`src/rtl/core_mem_arbiter.sv`:
```
// core_mem_arbiter
// Round-robin arbiter that lets core_count cores share one single-port
// synchronous data RAM. Each core raises req (with we/addr/wdata) and holds it
// until its one-cycle ack. One access takes three cycles: select (IDLE),
// RAM access (ISSUE), and response (RESP).
//
// Ports:
//   clk, reset          rising-edge clock, asynchronous active-high reset
//   req, we             per-core request and write enable
//   addr, wdata         packed per-core address / write data (core i at slice i)
//   ack                 one-hot one-cycle completion pulse
//   rdata               read data, valid while ack is high for a read
//   busy                transaction in flight (ISSUE or RESP)
//   grant_id            core currently or last served
//   mem_en, mem_we, mem_addr, mem_wdata, mem_rdata   single-port RAM interface
module core_mem_arbiter #(
  parameter int core_count = 2,
  parameter int addr_width = 12,
  parameter int data_width = 12,
  localparam int gw = (core_count > 1) ? $clog2(core_count) : 1
) (
  input  logic                             clk,
  input  logic                             reset,
  input  logic [core_count-1:0]            req,
  input  logic [core_count-1:0]            we,
  input  logic [core_count*addr_width-1:0] addr,
  input  logic [core_count*data_width-1:0] wdata,
  output logic [core_count-1:0]            ack,
  output logic [data_width-1:0]            rdata,
  output logic                             busy,
  output logic [gw-1:0]                    grant_id,
  output logic                             mem_en,
  output logic                             mem_we,
  output logic [addr_width-1:0]            mem_addr,
  output logic [data_width-1:0]            mem_wdata,
  input  logic [data_width-1:0]            mem_rdata
);

  typedef enum logic [1:0] {IDLE, ISSUE, RESP} state_t;

  localparam logic [gw-1:0] last_id    = gw'(core_count - 1);
  localparam logic [gw:0]   count_wide = (gw + 1)'(core_count);

  state_t                 state_reg, state_next;
  logic [gw-1:0]          rr_ptr_reg, rr_ptr_next;
  logic                   write_reg, write_next;
  logic [core_count-1:0]  ack_next;
  logic [data_width-1:0]  rdata_next;
  logic                   busy_next;
  logic [gw-1:0]          grant_next;
  logic                   mem_en_next, mem_we_next;
  logic [addr_width-1:0]  mem_addr_next;
  logic [data_width-1:0]  mem_wdata_next;

  // The core being acked this cycle is masked so a req it is still dropping
  // cannot win a second grant.
  logic [core_count-1:0]   eligible;
  logic [2*core_count-1:0] eligible_dbl, eligible_shift;
  logic [core_count-1:0]   rotated, first_hit;
  logic [gw-1:0]           offset, sel;
  logic [gw:0]             sum, wrapped;

  logic [addr_width-1:0] addr_slice  [core_count];
  logic [data_width-1:0] wdata_slice [core_count];

  assign eligible       = req & ~ack;
  // Rotating a doubled copy puts rr_ptr at bit 0, so the lowest set bit of
  // rotated is the first eligible core scanning upward from rr_ptr with wrap.
  assign eligible_dbl   = {eligible, eligible};
  assign eligible_shift = eligible_dbl >> rr_ptr_reg;
  assign rotated        = eligible_shift[core_count-1:0];

  genvar gi, gb;
  generate
    for (gi = 0; gi < core_count; gi++) begin : g_core
      if (gi == 0) begin : g_first
        assign first_hit[gi] = rotated[gi];
      end else begin : g_rest
        assign first_hit[gi] = rotated[gi] & ~(|rotated[gi-1:0]);
      end
      assign addr_slice[gi]  = addr[gi*addr_width +: addr_width];
      assign wdata_slice[gi] = wdata[gi*data_width +: data_width];
      assign ack_next[gi]    = (state_reg == RESP) && (grant_id == gw'(gi));
    end

    // One-hot to binary: bit gb of the offset is set if the winning position
    // has bit gb set in its index.
    for (gb = 0; gb < gw; gb++) begin : g_enc
      logic [core_count-1:0] bit_mask;
      for (gi = 0; gi < core_count; gi++) begin : g_mask
        assign bit_mask[gi] = ((gi >> gb) & 1) != 0;
      end
      assign offset[gb] = |(first_hit & bit_mask);
    end
  endgenerate

  // Map the rotated position back to a core index (modulo core_count).
  assign sum     = {1'b0, rr_ptr_reg} + {1'b0, offset};
  assign wrapped = (sum >= count_wide) ? (sum - count_wide) : sum;
  assign sel     = wrapped[gw-1:0];

  always_ff @(posedge clk or posedge reset) begin
    if (reset) begin
      state_reg  <= IDLE;
      rr_ptr_reg <= '0;
      write_reg  <= 1'b0;
      ack        <= '0;
      rdata      <= '0;
      busy       <= 1'b0;
      grant_id   <= '0;
      mem_en     <= 1'b0;
      mem_we     <= 1'b0;
      mem_addr   <= '0;
      mem_wdata  <= '0;
    end else begin
      state_reg  <= state_next;
      rr_ptr_reg <= rr_ptr_next;
      write_reg  <= write_next;
      ack        <= ack_next;
      rdata      <= rdata_next;
      busy       <= busy_next;
      grant_id   <= grant_next;
      mem_en     <= mem_en_next;
      mem_we     <= mem_we_next;
      mem_addr   <= mem_addr_next;
      mem_wdata  <= mem_wdata_next;
    end
  end

  always_comb begin
    state_next     = state_reg;
    rr_ptr_next    = rr_ptr_reg;
    write_next     = write_reg;
    rdata_next     = rdata;
    busy_next      = busy;
    grant_next     = grant_id;
    mem_en_next    = 1'b0;
    mem_we_next    = 1'b0;
    mem_addr_next  = mem_addr;
    mem_wdata_next = mem_wdata;
    case (state_reg)
      IDLE: begin
        if (|eligible) begin
          grant_next     = sel;
          write_next     = we[sel];
          mem_en_next    = 1'b1;
          mem_we_next    = we[sel];
          mem_addr_next  = addr_slice[sel];
          mem_wdata_next = wdata_slice[sel];
          busy_next      = 1'b1;
          state_next     = ISSUE;
        end
      end
      ISSUE: begin
        // RAM samples mem_* on this edge; address and data are held.
        state_next = RESP;
      end
      RESP: begin
        if (!write_reg) begin
          rdata_next = mem_rdata;
        end
        busy_next   = 1'b0;
        rr_ptr_next = (grant_id == last_id) ? '0 : grant_id + gw'(1);
        state_next  = IDLE;
      end
      default: state_next = IDLE;
    endcase
  end

endmodule

```
`config.mk`:
```
export PLATFORM = sky130hd
export DESIGN_NAME = core_mem_arbiter
export DESIGN_NICKNAME = d
export VERILOG_FILES = /design/src/rtl/core_mem_arbiter.sv
export SDC_FILE = /design/constraint.sdc
export NUM_CORES = 1
export LEC_CHECK = 0
export CAP_MARGIN = 15
export CORE_MARGIN = 1
export CORE_UTILIZATION = 35
export DETAILED_ROUTE_END_ITERATION = 6
export MAX_ROUTING_LAYER = met4
export PLACE_DENSITY_LB_ADDON = 0.12
export SETUP_SLACK_MARGIN = 0.02
export SLEW_MARGIN = 0
export SYNTH_ARGS = -nofsm -noshare
export SYNTH_HDL_FRONTEND = slang
export SYNTH_SLANG_ARGS = --single-unit
export TNS_END_PERCENT = 100
```
`constraint.sdc`:
```
create_clock -name clk -period 1.45 [get_ports clk]
set_input_delay 0.2175 -clock clk [delete_from_list [all_inputs] [get_ports clk]]
set_output_delay 0.2175 -clock clk [all_outputs]
set_load 0.01 [all_outputs]
```
==> flow_summary.yaml, run 1 <==
run_status:
  status: "finished with violations"
  violations: "setup timing"
timing:
  tightestPinTransition_ns: 0.262
  drv_slew: 0
  hold_slack_ns: 0.262
  rsz0062_at_grt: "yes"
  finalCritPeriodShare_pct: 114
  fmax_ghz: 0.602
  layout_min_cycle_time_ns: 1.66
  clock_skew_ns: 0.00372
  slew_headroom_pct: 82.6
  setup_viol: 25
  worst_slack_ns: -0.210
  hold_viol_final: 0
clocking:
  cts_buffers: 5
  cts_root_buf: "clkbuf_8"
  max-clock-path-buffers: 2
  clock-sinks: 46
  clk_pin_slew_ns: 0.09
  cts_hold_buf: 0
  cts_tree: "done"
  clock_latency_ns: 0.29
  htreeDepth: 2
synthesis:
  synth.cell_area_um2: 1960
  synth_top_area_share_pct: 58.8
  syn_nets: 206
  ys_types: 23
  synthAdderAreaFrac_pct: 0
  ys_seq_area_share_pct: 58.8
  synth_largest_area_cell: "dfrtp_1"
  synth.avg_cell_area_um2: 14.0
  synth_top_family_by_area: "compound AO/OA/AOI/OAI gates"
  synthTopCellsByArea: "dfrtp_1 (59%), o221a_1 (12%), or3_1 (8.0%), mux2_2 (6.9%), o221a_2 (2.9%)"
  ys_ff_latch: 46
  synth_xor_xnor_area_share_pct: 0
  synth_compound_area_share_pct: 16.8
  yosys_warnings: 0
  yosys.area_share.simple_pct: 13.4
  synthCells: 140
  synthMuxAreaShare_pct: 6.91
critical_path:
  worst_setup_path_start_kind: "register"
  end_kind: "register"
  cp.arrival_ns: 1.85
  critPathKind: "reg2reg"
  crit_fanout: 8
  cp.required_ns: 1.64
detailed_routing:
  vias: 1769
  viasPerCell: 5.19
  postRouteAntennaNets: 0
  drt_first_iter_violations: 66
  firstDrtPassIters: 4
  drc: 0
  wirelength_um: 6020
  wl_per_cell_um: 17.7
die:
  num_io_pins: 108
  die_width_um: 76.8
  initial_core_util_pct: 37.4
  die_area_um2: 5890
  fp.dieH_um: 76.8
  core_um2: 5240
  core.rowCount: 26
finish:
  design_area_um2: 3540
  final_cells: 341
  top_regs: "mem_addr x12, mem_wdata x12, rdata x12"
  drive_gt1_share_pct: 23.2
  layout_commonest_cell: "clkdlybuf4s50_1"
  multi_input_area_um2: 855
  final_cell_mix: "clkdlybuf4s50_1 (67), dfrtp_1 (43), dlymetal6s2s_1 (30)"
  area_growth_pct: 81.1
  seqCellArea_um2: 1150
  utilization_pct: 67.7
  nFillCells: 406
  n_antenna_cell: 0
  nets: 336
placed_design:
  dp.cells: 324
  hpwl_um: 3630
  dpl-instance-area_um2: 3200
  gp_congestion: 0.772
  portBuffers: 107
grt:
  track_usage_pct: 22.0
  antenna_found_initial: 0
  grt_max_degree: 47
  grt_pass1_vias: 1776
  grt_pass1_wl_um: 9690
  overflow: 0
pwr:
  ir_drop_mv: 1.02
  power.density_nw_per_um2: 1940
  p_leak_nw: 1.65
run:
  drv_cap: 0
hold_path:
  hp-class: "in2async"
report_power, final:
| group | switching [mW] | internal (mW) | total (mW) |
|---|---|---|---|
| Sequential | 0.376 | 1.92 | 2.29 |
| Clock | 0.438 | 0.508 | 0.946 |
| Combinational | 1.43 | 2.22 | 3.65 |
| Total | 2.24 | 4.65 | 6.89 |
routing by layer:
metal / vias up / wire (µm) / GRT usage, %
met5: - / 0 / -
met4: 0 / 83 / 7.69
met3: 10 / 366 / 5.36
met2: 72 / 2680 / 30.1
met1: 866 / 2890 / 31.5
li1: 821 / - / -
per-stage QoR:
step / setup slack [ns] / TNS (ns) / total power, mW
6_report: -0.210 / -4.64 / 6.89
5_1_grt: -0.254 / -5.55 / 7.32
4_1_cts: -0.211 / -4.83 / 6.97
3_5_place_dp: -0.512 / -12.73 / 5.69
3_3_place_gp: -0.460 / -11.47 / 5.65
2_1_floorplan: -0.192 / -4.25 / 3.94
cell families (layout without fill, tap and decap cells):
kind of cell           count (synthesis)  after routing
flip-flops                            46             46
multiplexers                          12             12
AND/OR/NAND/NOR                       39             44
buffers and inverters                 12            138
AO/OA/AOI/OAI                         31             31
worst max-delay path, stage by stage, from the launching register on:
cell and delay (ns):
dfrtp_2 0.48, or4b_4 0.62, or3_1 0.33, o221a_1 0.13
cells in the mapped netlist (all sizes together):
library cell / number
o22ai: 1
or4b: 1
a21boi: 2
o221a: 25
inv: 2
mux2: 12
or3: 25
nor2b: 1
or4: 1
nor3b: 3
o21a: 1
nand2b: 3
a21o: 2
dfrtp: 46
and3b: 1
clkbuf: 2
buf: 8
nor2: 4
worst paths after layout:
check | to | slack (ns) | startpoint | cells past startpoint
setup / recovery | mem_wdata[3] | -0.21 | state_reg[1] | 3
setup reg to reg | mem_wdata[3] | -0.21 | state_reg[1] | 3
hold reg to reg | busy | 0.48 | busy | 1
min in group clk | busy | 0.48 | busy | 1
max in group asynchronous | ack[1] | 0.94 | reset | 3
hold / removal | mem_wdata[2] | 0.26 | reset | 3
cell type report:
type,count,area share (%)
multi-input combinational,87,24.1
tap,70,2.47
inverter,2,0.212
clock inverter,3,1.13
clock buffer,5,1.94
sequential,46,32.6
timing repair buffer,128,37.6
repair_timing:
action,4_1_cts,5_1_grt
pin swaps,7,4
buffers inserted,2,2
cloned,4,1
resized for setup,35,33
setup endpoints to repair,47,69
(Power assumes the default switching activity.)
==> run 2, diff against run 1 <==
--- a/config.mk
+++ b/config.mk
@@ -12,7 +12,7 @@
 export MAX_ROUTING_LAYER = met4
 export PLACE_DENSITY_LB_ADDON = 0.12
 export SETUP_SLACK_MARGIN = 0.02
-export SLEW_MARGIN = 0
+export SLEW_MARGIN = 20
 export SYNTH_ARGS = -nofsm -noshare
 export SYNTH_HDL_FRONTEND = slang
 export SYNTH_SLANG_ARGS = --single-unit
==> results of run 2 <==
The final DEF is identical to that of run 1; final timing and power are the same.
